### src/rtl/riscv_if_if.sv
// Fetch-stage bundle: instruction-memory request/response, decode output slot and redirect.
interface riscv_if_if #(
    parameter int unsigned XLEN = 32
);
    logic            redirect;
    logic [XLEN-1:0] redirect_pc;

    logic            imem_req;
    logic [XLEN-1:0] imem_addr;
    logic            imem_ready;
    logic            imem_rvalid;
    logic [XLEN-1:0] imem_rdata;

    logic            id_ready;
    logic            valid;
    logic [XLEN-1:0] instruction;
    logic [XLEN-1:0] pc;
    logic            exception;

    modport master (
        input  redirect, redirect_pc,
        output imem_req, imem_addr,
        input  imem_ready, imem_rvalid, imem_rdata,
        input  id_ready,
        output valid, instruction, pc, exception
    );

    modport slave (
        output redirect, redirect_pc,
        input  imem_req, imem_addr,
        output imem_ready, imem_rvalid, imem_rdata,
        output id_ready,
        input  valid, instruction, pc, exception
    );
endinterface

### src/rtl/riscv_if.sv
// RISC-V instruction fetch stage: single-outstanding imem requests, registered decode slot
// with a one-entry hold buffer, redirect flush and misaligned-target fault reporting.
module riscv_if #(
    parameter int unsigned     XLEN     = 32,
    parameter logic [XLEN-1:0] RESET_PC = XLEN'(32'h0000_0000),
    parameter logic [XLEN-1:0] NOP      = XLEN'(32'h0000_0013)
) (
    input  logic       clk,
    input  logic       rst,
    riscv_if_if.master bus
);

    localparam int unsigned PC_STEP = 4;

    typedef enum logic [1:0] {
        S_REQ,
        S_WAIT,
        S_HOLD,
        S_FAULT
    } state_t;

    state_t          state;
    logic [XLEN-1:0] fetch_pc;
    logic            kill;
    logic [XLEN-1:0] hold_instr;
    logic [XLEN-1:0] hold_pc;

    logic            valid_q;
    logic [XLEN-1:0] instr_q;
    logic [XLEN-1:0] pc_q;
    logic            exc_q;

    logic            slot_free;
    logic            consume;
    logic            accept;
    logic            in_flight;
    logic            misaligned;
    logic [XLEN-1:0] pc_next;

    // Request/response bookkeeping shared by the sequential block
    always_comb begin
        slot_free  = !valid_q || bus.id_ready;
        consume    = valid_q && bus.id_ready;
        accept     = (state == S_REQ) && bus.imem_ready;
        // A request is (or is about to be) outstanding whose response must be swallowed
        in_flight  = accept
                   || ((state == S_WAIT)  && !bus.imem_rvalid)
                   || ((state == S_FAULT) && kill && !bus.imem_rvalid);
        misaligned = |bus.redirect_pc[1:0];
        pc_next    = fetch_pc + XLEN'(PC_STEP);
    end

    always_ff @(posedge clk or negedge rst) begin
        if (!rst) begin
            state      <= S_REQ;
            fetch_pc   <= RESET_PC;
            kill       <= 1'b0;
            hold_instr <= NOP;
            hold_pc    <= RESET_PC;
            valid_q    <= 1'b0;
            instr_q    <= NOP;
            pc_q       <= RESET_PC;
            exc_q      <= 1'b0;
        end else if (bus.redirect) begin
            // Redirect wins over everything: flush slot and hold buffer, restart at target
            fetch_pc <= bus.redirect_pc;
            kill     <= in_flight;
            instr_q  <= NOP;
            if (misaligned) begin
                state   <= S_FAULT;
                valid_q <= 1'b1;
                exc_q   <= 1'b1;
                pc_q    <= bus.redirect_pc;
            end else begin
                state   <= in_flight ? S_WAIT : S_REQ;
                valid_q <= 1'b0;
                exc_q   <= 1'b0;
            end
        end else begin
            if (consume) begin
                valid_q <= 1'b0;
                exc_q   <= 1'b0;
                instr_q <= NOP;
            end

            case (state)
                S_REQ: begin
                    if (bus.imem_ready) begin
                        state <= S_WAIT;
                    end
                end

                S_WAIT: begin
                    if (bus.imem_rvalid) begin
                        if (kill) begin
                            kill  <= 1'b0;
                            state <= S_REQ;
                        end else if (slot_free) begin
                            valid_q  <= 1'b1;
                            exc_q    <= 1'b0;
                            instr_q  <= bus.imem_rdata;
                            pc_q     <= fetch_pc;
                            fetch_pc <= pc_next;
                            state    <= S_REQ;
                        end else begin
                            hold_instr <= bus.imem_rdata;
                            hold_pc    <= fetch_pc;
                            fetch_pc   <= pc_next;
                            state      <= S_HOLD;
                        end
                    end
                end

                S_HOLD: begin
                    if (slot_free) begin
                        valid_q <= 1'b1;
                        exc_q   <= 1'b0;
                        instr_q <= hold_instr;
                        pc_q    <= hold_pc;
                        state   <= S_REQ;
                    end
                end

                S_FAULT: begin
                    // Stay parked until the next redirect; absorb a killed response meanwhile
                    if (kill && bus.imem_rvalid) begin
                        kill <= 1'b0;
                    end
                end
            endcase
        end
    end

    // Request strobe follows the state so the first fetch issues right after reset release
    assign bus.imem_req    = rst && (state == S_REQ);
    assign bus.imem_addr   = fetch_pc;
    assign bus.valid       = valid_q;
    assign bus.instruction = instr_q;
    assign bus.pc          = pc_q;
    assign bus.exception   = exc_q;

endmodule

### src/flat_wrapper.sv
// flat-port wrapper written by rule: the top's interface ports become plain ports
module riscv_if_flat 
#(
    parameter int unsigned     XLEN     = 32,
    parameter logic [XLEN-1:0] RESET_PC = XLEN'(32'h0000_0000),
    parameter logic [XLEN-1:0] NOP      = XLEN'(32'h0000_0013)
)
  (clk, rst, bus_redirect, bus_redirect_pc, bus_imem_req, bus_imem_addr, bus_imem_ready, bus_imem_rvalid, bus_imem_rdata, bus_id_ready, bus_valid, bus_instruction, bus_pc, bus_exception);
  riscv_if_if #(.XLEN(XLEN)) bus_i ();
  input  logic clk;
  input  logic rst;
  input wire logic [$bits(bus_i.redirect)-1:0] bus_redirect;
  input wire logic [$bits(bus_i.redirect_pc)-1:0] bus_redirect_pc;
  output wire logic [$bits(bus_i.imem_req)-1:0] bus_imem_req;
  output wire logic [$bits(bus_i.imem_addr)-1:0] bus_imem_addr;
  input wire logic [$bits(bus_i.imem_ready)-1:0] bus_imem_ready;
  input wire logic [$bits(bus_i.imem_rvalid)-1:0] bus_imem_rvalid;
  input wire logic [$bits(bus_i.imem_rdata)-1:0] bus_imem_rdata;
  input wire logic [$bits(bus_i.id_ready)-1:0] bus_id_ready;
  output wire logic [$bits(bus_i.valid)-1:0] bus_valid;
  output wire logic [$bits(bus_i.instruction)-1:0] bus_instruction;
  output wire logic [$bits(bus_i.pc)-1:0] bus_pc;
  output wire logic [$bits(bus_i.exception)-1:0] bus_exception;
  assign bus_i.redirect = bus_redirect;
  assign bus_i.redirect_pc = bus_redirect_pc;
  assign bus_imem_req = bus_i.imem_req;
  assign bus_imem_addr = bus_i.imem_addr;
  assign bus_i.imem_ready = bus_imem_ready;
  assign bus_i.imem_rvalid = bus_imem_rvalid;
  assign bus_i.imem_rdata = bus_imem_rdata;
  assign bus_i.id_ready = bus_id_ready;
  assign bus_valid = bus_i.valid;
  assign bus_instruction = bus_i.instruction;
  assign bus_pc = bus_i.pc;
  assign bus_exception = bus_i.exception;
  riscv_if #(.XLEN(XLEN), .RESET_PC(RESET_PC), .NOP(NOP)) u_core (.clk(clk), .rst(rst), .bus(bus_i));
endmodule
### config.mk
export PLATFORM = sky130hd
export DESIGN_NAME = riscv_if_flat
export DESIGN_NICKNAME = d
export VERILOG_FILES = /design/src/rtl/riscv_if_if.sv /design/src/rtl/riscv_if.sv /design/src/flat_wrapper.sv
export SDC_FILE = /design/constraint.sdc
export NUM_CORES = 1
export LEC_CHECK = 0
export ABC_AREA = 1
export CAP_MARGIN = 10
export CORE_MARGIN = 3
export CORE_UTILIZATION = 56
export DETAILED_ROUTE_END_ITERATION = 10
export PLACE_DENSITY = 0.88
export SYNTH_ARGS = -nofsm -noshare
export SYNTH_HDL_FRONTEND = slang
export SYNTH_SLANG_ARGS = --single-unit
### constraint.sdc
create_clock -name clk -period 2.86 [get_ports clk]
set_input_delay 0.286 -clock clk [delete_from_list [all_inputs] [get_ports clk]]
set_output_delay 0.286 -clock clk [all_outputs]
set_load 0.01 [all_outputs]
==> run metrics, run 1 <==
RSZ-0062 raised after global routing=false; GR Overflow Total=0; share of synthesized registers carrying an async set or reset=100%; Worst Setup EP=u_core.bus.instruction[26]; PostCTS Resize Cnt=0; commonest non-fill, non-tap cell in the layout=nand2_1; Top FF cell, synth=dfrtp_1; fmax=423 MHz; Mapped Cells=1,033; Die Width=129 um; Slew Limit Fails=0; CP Launch Point=u_core.state[1]; Critical R2R Launch=u_core.state[1]; Finished Layout Cells=1,372; core area=roughly 15,000 um2; post-route minimum period=~2.4 ns; Worst setup EP type=register; Root Buffer=clkbuf_16; GRT Total Usage=between 20 and 30%; Num CTS Buffers=17; Fillers=around 1.1k; cell row count=44; largest cells by area after synthesis=dfrtp_1, nand2_1, nand3_1; run status=complete, no violations; die height=129 um; first-pass iteration count of the detailed router=5; Placed Cells=1,340; clk slew on worst S/H paths=approximately 0.07 ns; startpoint class of the critical path=register; Worst EP arrival=2.73 ns; number of global-route vias before repair=7,957; worst-skew pair later-pin latency=0.43 ns; Layout Skew=0.00821 ns; CTS sink cnt=165; number of port buffers=approximately 170; Vias/cell=5.87; Critical Path RT=3.22 ns; CP Cell Sequence=inv_1 -> ha_1 -> a21oi_1 -> o22ai_2 -> nand3_1 -> nand3_1; CTS Hold Buffers Added=0; antenna violations before repair=0; Max stage delay on crit path=0.85 ns; max-cap violation count=0; placed wire-length estimate=16.0 mm; worst r2r dst=u_core.bus.instruction[26]; pin count of the biggest net entering global routing=166; Final period util=82.7%; Peak VDD IR=561 uV; n_diodes=0; cell taking the most area after synthesis=dfrtp_1; cell repeated most along the worst path=nand3_1; initial drt markers=782; worst hold path class=in2async; yosys warns=0; Post-synth EDFFs=0; commonest non-fill, non-tap cells in the layout=nand2_1, clkdlybuf4s50_1, dfrtp_1, nand3_1, inv_1; CP max FO=26; CP max-delay cell=o22ai_2; final WL=23.6 mm; syn avg cell area=between 8 and 9 um2; DRC=0; setup violators final=0; Net count, final=between 1k and 1.5k; Bufs on Longest Clock Path=2; postcts setup bufs=0; Lkg Pwr=4.88 nW; max_slew headroom=24.9%; syn_nets=1,108; FF-to-FF setup slack=0.49 ns; worst r2r path cells=6; I/O pins=169; synthesized flop and latch total=165; wire length per cell=17.2 um; Mapped Area=8520 um2; share of cells above drive strength 1=approximately a tenth; H-tree levels=4; Yosys top cell area share=a little under half; Worst-Margin Slew=1.13 ns; final hold viol count=0; CTS tree=done; Distinct cells, synth=31; register area share after synthesis=between 40% and 50%; Die ar.=16,700 um2; post-route ant nets=0; RD Place Congestion=0.937; initial core utilization=57.9%; Area Overhead vs Synth=27.4%; power per cell area=913 nW/um2; first-pass GRT wire length=39.0 mm; total number of vias=8,051; WS Path Type=reg2reg; setup_tns=0 ns
## where the power goes
part           total, mW  switching, mW  internal (mW)  leakage (nW)
Clock               2.13          0.989           1.14         0.262
Combinational       4.01           2.29           1.72          2.52
Sequential          3.76          0.585           3.18          2.10
## through the flow
step                cell area, um2  hold slack, ns  power, mW  utilization (%)  setup WS (ns)
CTS                          10900          0.0890       9.91             73.8          0.517
global placement             10300           0.466       7.61             70.1          0.533
global route                 10900           0.106       10.5             73.8          0.259
floorplan                     8520        -0.00959       6.12                -          0.913
detailed placement           10300           0.474       7.76             70.1          0.405
finish                       10900         0.00478       9.91             73.8          0.494
## flip-flops by register name (all words and copies together) (netlist names)
name	flops
u_core.state	2
u_core.hold_pc	32
u_core.bus.exception	1
u_core.bus.imem_addr	32
u_core.bus.pc	32
u_core.bus.valid	1
u_core.kill	1
u_core.bus.instruction	32
u_core.hold_instr	32
## cells in the mapped netlist, types with 3 or more instances
cell / number
o21ai_0: 59
clkbuf_1: 38
nor2_1: 72
o31ai_1: 3
buf_2: 8
nor3_1: 4
nand3_1: 152
inv_1: 100
ha_1: 5
a21oi_1: 25
o21bai_1: 3
buf_6: 7
nand4_1: 29
nand2_1: 228
o21ai_2: 28
mux2_2: 30
dfstp_2: 6
xor2_1: 7
a31oi_1: 9
buf_1: 7
dfrtp_1: 159
o211ai_1: 40
o22ai_1: 4
## how the worst min path moves through the flow
stage                                  start              endpoint  slack [ns]  cells past startpoint
after floorplan                          rst  u_core.bus.exception       -0.01                      0
after global placement     u_core.hold_pc[9]     u_core.hold_pc[9]        0.47                      2
after detailed placement  u_core.hold_pc[13]    u_core.hold_pc[13]        0.47                      2
after CTS                                rst     u_core.bus.pc[13]        0.09                      2
after global routing                     rst     u_core.bus.pc[11]        0.11                      2
final                                    rst     u_core.bus.pc[13]       0.005                      2
## per-layer routing
| layer | track usage (%) | share of wire, % |
|---|---|---|
| met1 | 38.3 | 41 |
| met2 | 48.0 | 49 |
| met3 | 5.77 | 7.8 |
| met4 | 11.7 | 2.3 |
| met5 | 0 | 0 |
## logic make-up after synthesis
family | count (synthesis) | share of synthesized area, %
flops | 165 | 48.6
simple gates | 488 | 24.9
xor+xnor | 7 | 0.720
compound gates | 175 | 13.1
buf+inv | 163 | 7.96
fa+ha+maj | 5 | 0.735
mux | 30 | 3.97
## area by class of cell
cell class	instances	area, um2	area share [%]
clock buffer	19	443	4.08
clock inverter	13	101	0.934
inverter	102	383	3.53
multi-input combinational	705	3720	34.3
sequential	165	4140	38.1
tap	184	230	2.12
timing repair buffer	184	1840	16.9
## worst max-delay path, delay by kind of cell, from the launching register on
kind                       cells  cell delay [ns]
adders and majority gates      1             0.40
AOI/OAI and AO/OA              2             1.01
and+or+nand+nor                2             0.38
DFF                            1             0.40
buffers and inverters          1             0.10
Power figures use the tool's default switching activity.
==> run 2, diff against run 1 <==
--- a/config.mk
+++ b/config.mk
@@ -8,9 +8,9 @@
 export ABC_AREA = 1
 export CAP_MARGIN = 10
 export CORE_MARGIN = 3
-export CORE_UTILIZATION = 56
+export CORE_UTILIZATION = 52
 export DETAILED_ROUTE_END_ITERATION = 10
-export PLACE_DENSITY = 0.88
+export PLACE_DENSITY = 0.82
 export SYNTH_ARGS = -nofsm -noshare
 export SYNTH_HDL_FRONTEND = slang
 export SYNTH_SLANG_ARGS = --single-unit
==> constraint.sdc (replaced) <==
create_clock -name clk -period 2.3 [get_ports clk]
set_input_delay 0.23 -clock clk [delete_from_list [all_inputs] [get_ports clk]]
set_output_delay 0.23 -clock clk [all_outputs]
set_load 0.01 [all_outputs]
==> run metrics, run 2 (same netlist as run 1, synthesis figures left out) <==
initial drt markers=between 700 and 800; Peak VDD IR=595 uV; n_diodes=0; CP Launch Point=u_core.state[0]; Lkg Pwr=4.99 nW; post-route ant nets=0; Die Width=134 um; Layout Skew=0.00761 ns; final WL=between 20 and 25 mm; fmax=between 400 and 500 MHz; worst-skew pair later-pin latency=0.43 ns; Placed Cells=1,381; cell row count=46; GRT Total Usage=27.7%; I/O pins=roughly 170; pin count of the biggest net entering global routing=166; DP Worst Slack=-0.117 ns; setup violators final=0; WS Path Type=reg2reg; post-layout util=69.7%; postcts setup bufs=0; Net count, final=1,260; CTS tree=done; startpoint class of the critical path=register; Area Overhead vs Synth=30.4%; worst r2r dst=u_core.bus.instruction[6]; worst hold path class=in2async; clk slew on worst S/H paths=approximately 0.07 ns; commonest non-fill, non-tap cell in the layout=nand2_1; power per cell area=1160 nW/um2; FF-to-FF setup slack=~0.13 ns; first-pass GRT wire length=40.2 mm; post-route minimum period=2.17 ns; worst r2r path cells=7; failing checks=negative hold slack; Worst EP arrival=2.48 ns; number of global-route vias before repair=approximately 8.1k; total number of vias=8,059; max_slew headroom=37.4%; Bufs on Longest Clock Path=2; initial core utilization=53.4%; Final period util=94.5%; final hold viol count=37; Num CTS Buffers=17; Worst-Margin Slew=0.939 ns; setup_tns=0 ns; Vias/cell=5.70; CTS sink cnt=165; placed wire-length estimate=roughly 16 mm; Finished Layout Cells=1,414; share of cells above drive strength 1=11.1%; Setup WS post-layout=between 0.1 and 0.15 ns; Critical Path RT=2.61 ns; DRC=0; core area=15,900 um2; die height=134 um; Die ar.=about 18,000 um2; commonest non-fill, non-tap cells in the layout=nand2_1, clkdlybuf4s50_1, dfrtp_1, nand3_1, inv_1; CP max FO=13; CTS Hold Buffers Added=0; max-cap violation count=0; number of port buffers=between 150 and 200; RD Place Congestion=~1; wire length per cell=17.1 um; Critical R2R Launch=u_core.state[0]; Worst Setup EP=u_core.bus.instruction[6]; first-pass iteration count of the detailed router=6; H-tree levels=4; antenna violations before repair=1; Root Buffer=clkbuf_16; Min Hold Slack=-0.0829 ns; run status=complete, but fails checks; Worst setup EP type=register; GR Overflow Total=0; Slew Limit Fails=0
-- run 2: how the worst min path moves through the flow --
stage / slack, ns / endpoint / from / cells past startpoint
floorplan: -0.07 / u_core.bus.exception / rst / 0
global placement: 0.47 / u_core.hold_pc[11] / u_core.hold_pc[11] / 2
detailed placement: 0.48 / u_core.hold_pc[19] / u_core.hold_pc[19] / 2
CTS: 0.04 / u_core.hold_pc[13] / rst / 2
global route: 0.04 / u_core.bus.pc[12] / rst / 2
finish: -0.08 / u_core.bus.pc[12] / rst / 2
-- run 2: worst max-delay path: stages, from the launching register on --
cell	delay, ns
dfrtp_1	0.41
inv_1	0.09
ha_1	0.33
inv_1	0.17
a21oi_1	0.45
o22ai_2	0.36
nand3_1	0.16
nand3_1	0.08
-- run 2: power by group --
part           internal (mW)  leakage [nW]  switching (mW)
combinational           2.26          2.60            2.95
sequential              3.95          2.10           0.729
clock                   1.77         0.298            1.28
-- run 2: cell type report --
cell class / count / area (um2)
Clock inverter: 14 / 188
Tap cell: 216 / 270
Inverter: 102 / 383
Sequential cell: 165 / 4140
Multi-Input combinational cell: 706 / 3750
Clock buffer: 18 / 439
Timing Repair Buffer: 193 / 1940
Fill cell: 1233 / 4840
-- run 2: timing repair --
item | 4_1_cts | 5_1_grt
endpoints found under the setup margin | 12 | 5
pin swaps | 0 | 1
gates resized for setup | 1 | 0
gates cloned | 0 | 1
-- run 2: per-stage QoR --
step	cell area [um2]	power [mW]
detailed placement	10500	9.77
CTS	11100	12.9
finish	11100	12.9
floorplan	8520	7.61
global route	11100	13.7
global placement	10500	9.62
-- run 2: routing by layer --
layer  vias up  part of all wire (%)  global-route usage (%)
met5         -                 0.074                       0
met4         2                   2.7                    10.5
met3        62                   8.9                    7.13
met2       403                    48                    45.5
met1      3812                    40                    35.4
li1       3780                     -                       -
==> run 3, diff against run 2 <==
--- a/config.mk
+++ b/config.mk
@@ -10,6 +10,7 @@
 export CORE_MARGIN = 3
 export CORE_UTILIZATION = 52
 export DETAILED_ROUTE_END_ITERATION = 10
+export HOLD_SLACK_MARGIN = 0.08
 export PLACE_DENSITY = 0.82
 export SYNTH_ARGS = -nofsm -noshare
 export SYNTH_HDL_FRONTEND = slang
==> constraint.sdc (replaced) <==
create_clock -name clk -period 2.1 [get_ports clk]
set_input_delay 0.21 -clock clk [delete_from_list [all_inputs] [get_ports clk]]
set_output_delay 0.21 -clock clk [all_outputs]
set_load 0.01 [all_outputs]
==> run metrics, run 3 (same netlist as run 1, synthesis figures left out) <==
H-tree levels=4; final WL=between 20 and 25 mm; CTS sink cnt=165; fmax=490 MHz; startpoint class of the critical path=register; Crit path max-delay family=buffers and inverters; I/O pins=169; Lkg Pwr=5.04 nW; RD Place Congestion=0.969; worst r2r dst=u_core.hold_instr[16]; Worst EP arrival=1.83 ns; first-pass iteration count of the detailed router=7; post-route minimum period=2.04 ns; Highest Signal Layer=met5; antenna violations before repair=1; worst r2r path cells=7; number of port buffers=between 150 and 200; pin count of the biggest net entering global routing=about 170; max_slew headroom=39.7%; share of cells above drive strength 1=between 10% and 20%; final hold viol count=0; Final period util=a little over nine tenths; Max stage delay on crit path=0.55 ns; cell repeated most along the worst path=inv_1; buffers plus inverters on the worst setup path=3; post-route ant nets=0; max-cap violation count=0; total number of vias=8,113; first-pass GRT wire length=approximately 40 mm; HP Start=bus_redirect; initial drt markers=715; worst hold path class=in2reg; cell row count=46; initial core utilization=53.4%; Critical R2R Launch=u_core.state[1]; n_diodes=0; Root Buffer=clkbuf_16; Hold Crit Depth=4; Peak VDD IR=around 770 uV; Bufs on Longest Clock Path=2; worst-skew pair later-pin latency=~0.44 ns; multi-input logic area=3740 um2; power per cell area=1260 nW/um2; DRC=0; Worst setup EP type=output port; commonest non-fill, non-tap cells in the layout=nand2_1, clkdlybuf4s50_1, dfrtp_1, nand3_1, inv_1; WS Path Type=reg2out; clk slew on worst S/H paths=0.06 ns; CP max-delay cell=clkdlybuf4s50_1; Slew Limit Fails=0; core area=15,900 um2; Fillers=1,266; Area Overhead vs Synth=31.0%; Vias/cell=5.70; RSZ-0062 raised after global routing=false; Critical Path RT=1.89 ns; post-route met1 wirelength=9.93 mm; Num CTS Buffers=17; CP Cell Sequence=inv_1 -> ha_2 -> nand2_1 -> inv_1 -> clkdlybuf4s50_1; Finished Cell Area=11,200 um2; GRT Total Usage=27.9%; Worst Hold Endpoint=u_core.state[0]; commonest non-fill, non-tap cell in the layout=nand2_1; Reg area=approximately 4100 um2; GR Overflow Total=0; Worst-Margin Slew=0.904 ns; number of global-route vias before repair=8,087; CP max FO=3; CTS tree=done; FF-to-FF setup slack=0.14 ns; Net count, final=1,270; met3 wire length=around 1.9 mm; run status=complete, no violations; die height=134 um; Die Width=134 um; Die ar.=between 15,000 and 20,000 um2; Min Hold Slack=0.202 ns; setup violators final=0; met2 WL post-DR=between 10 and 15 mm; wire length per cell=17.1 um; Post-Place Cell Area=10,500 um2; placed wire-length estimate=~17 mm; Layout Skew=0.00803 ns; setup_tns=0 ns
-- run 3: changes by cell type in the layout (fill, tap and decap cells not counted), sizes merged --
| cell | before | now |
|---|---|---|
| bufinv | 3 | 2 |
| clkinvlp | 3 | 0 |
| inv | 107 | 109 |
| buf | 27 | 37 |
| o22ai | 5 | 4 |
| dlygate4sd3 | 0 | 1 |
| clkinv | 3 | 5 |
-- run 3: stage by stage --
stage	power (mW)	utilization, %	instances	setup slack [ns]
after CTS	14.1	69.9	1424	0.0433
after global placement	10.6	66.1	1391	0.137
final	14.1	70.0	1424	0.0592
after global routing	15.0	70.0	1424	0.00196
after floorplan	8.33	-	1033	0.153
after detailed placement	10.8	66.1	1391	0.0457
-- run 3: worst max path at each step --
stage	start	slack, ns	cells past startpoint	endpoint
after floorplan	u_core.state[1]	0.15	7	u_core.bus.pc[1]
after global placement	bus_id_ready	0.14	7	u_core.bus.pc[31]
after detailed placement	bus_id_ready	0.05	8	u_core.bus.pc[24]
after CTS	u_core.state[1]	0.04	5	bus_imem_req
after global routing	u_core.state[0]	0.002	5	bus_imem_req
final	u_core.state[1]	0.06	5	bus_imem_req
-- run 3: worst reg2reg max path, stage by stage (launching register included) --
cell and delay, ns:
dfrtp_1 0.41, inv_1 0.12, ha_1 0.29, nand2_2 0.11
nor2_1 0.22, nand2_4 0.19, buf_12 0.21, mux2_2 0.30
-- run 3: area by class of cell --
class                   count  share of cell area, %
flip-flops and latches    165                   37.1
repair buffers            204                   18.2
well taps                 216                   2.42
multi-input cells         705                   33.5
clock buffers              18                   3.94
inverters                 102                   3.43
clock inverters            14                   1.46
-- run 3: power by group --
group | internal, mW | switching, mW | leakage (nW)
Combinational | 2.54 | 3.19 | 2.64
Sequential | 4.32 | 0.806 | 2.10
Clock | 1.82 | 1.41 | 0.300
-- run 3: repair_timing --
action | 4_1_cts | 5_1_grt
endpoints found under the setup margin | 0 | 9
hold endpoints to repair | 159 | 0
hold buffers | 1 | 0
resized for setup | 0 | 3
buffers inserted | 0 | 0
-- run 3: metal layers --
layer	track usage, %	vias to the layer above
met5	0	-
met4	8.80	2
met3	6.15	46
met2	47.2	362
met1	35.9	3911
li1	-	3792
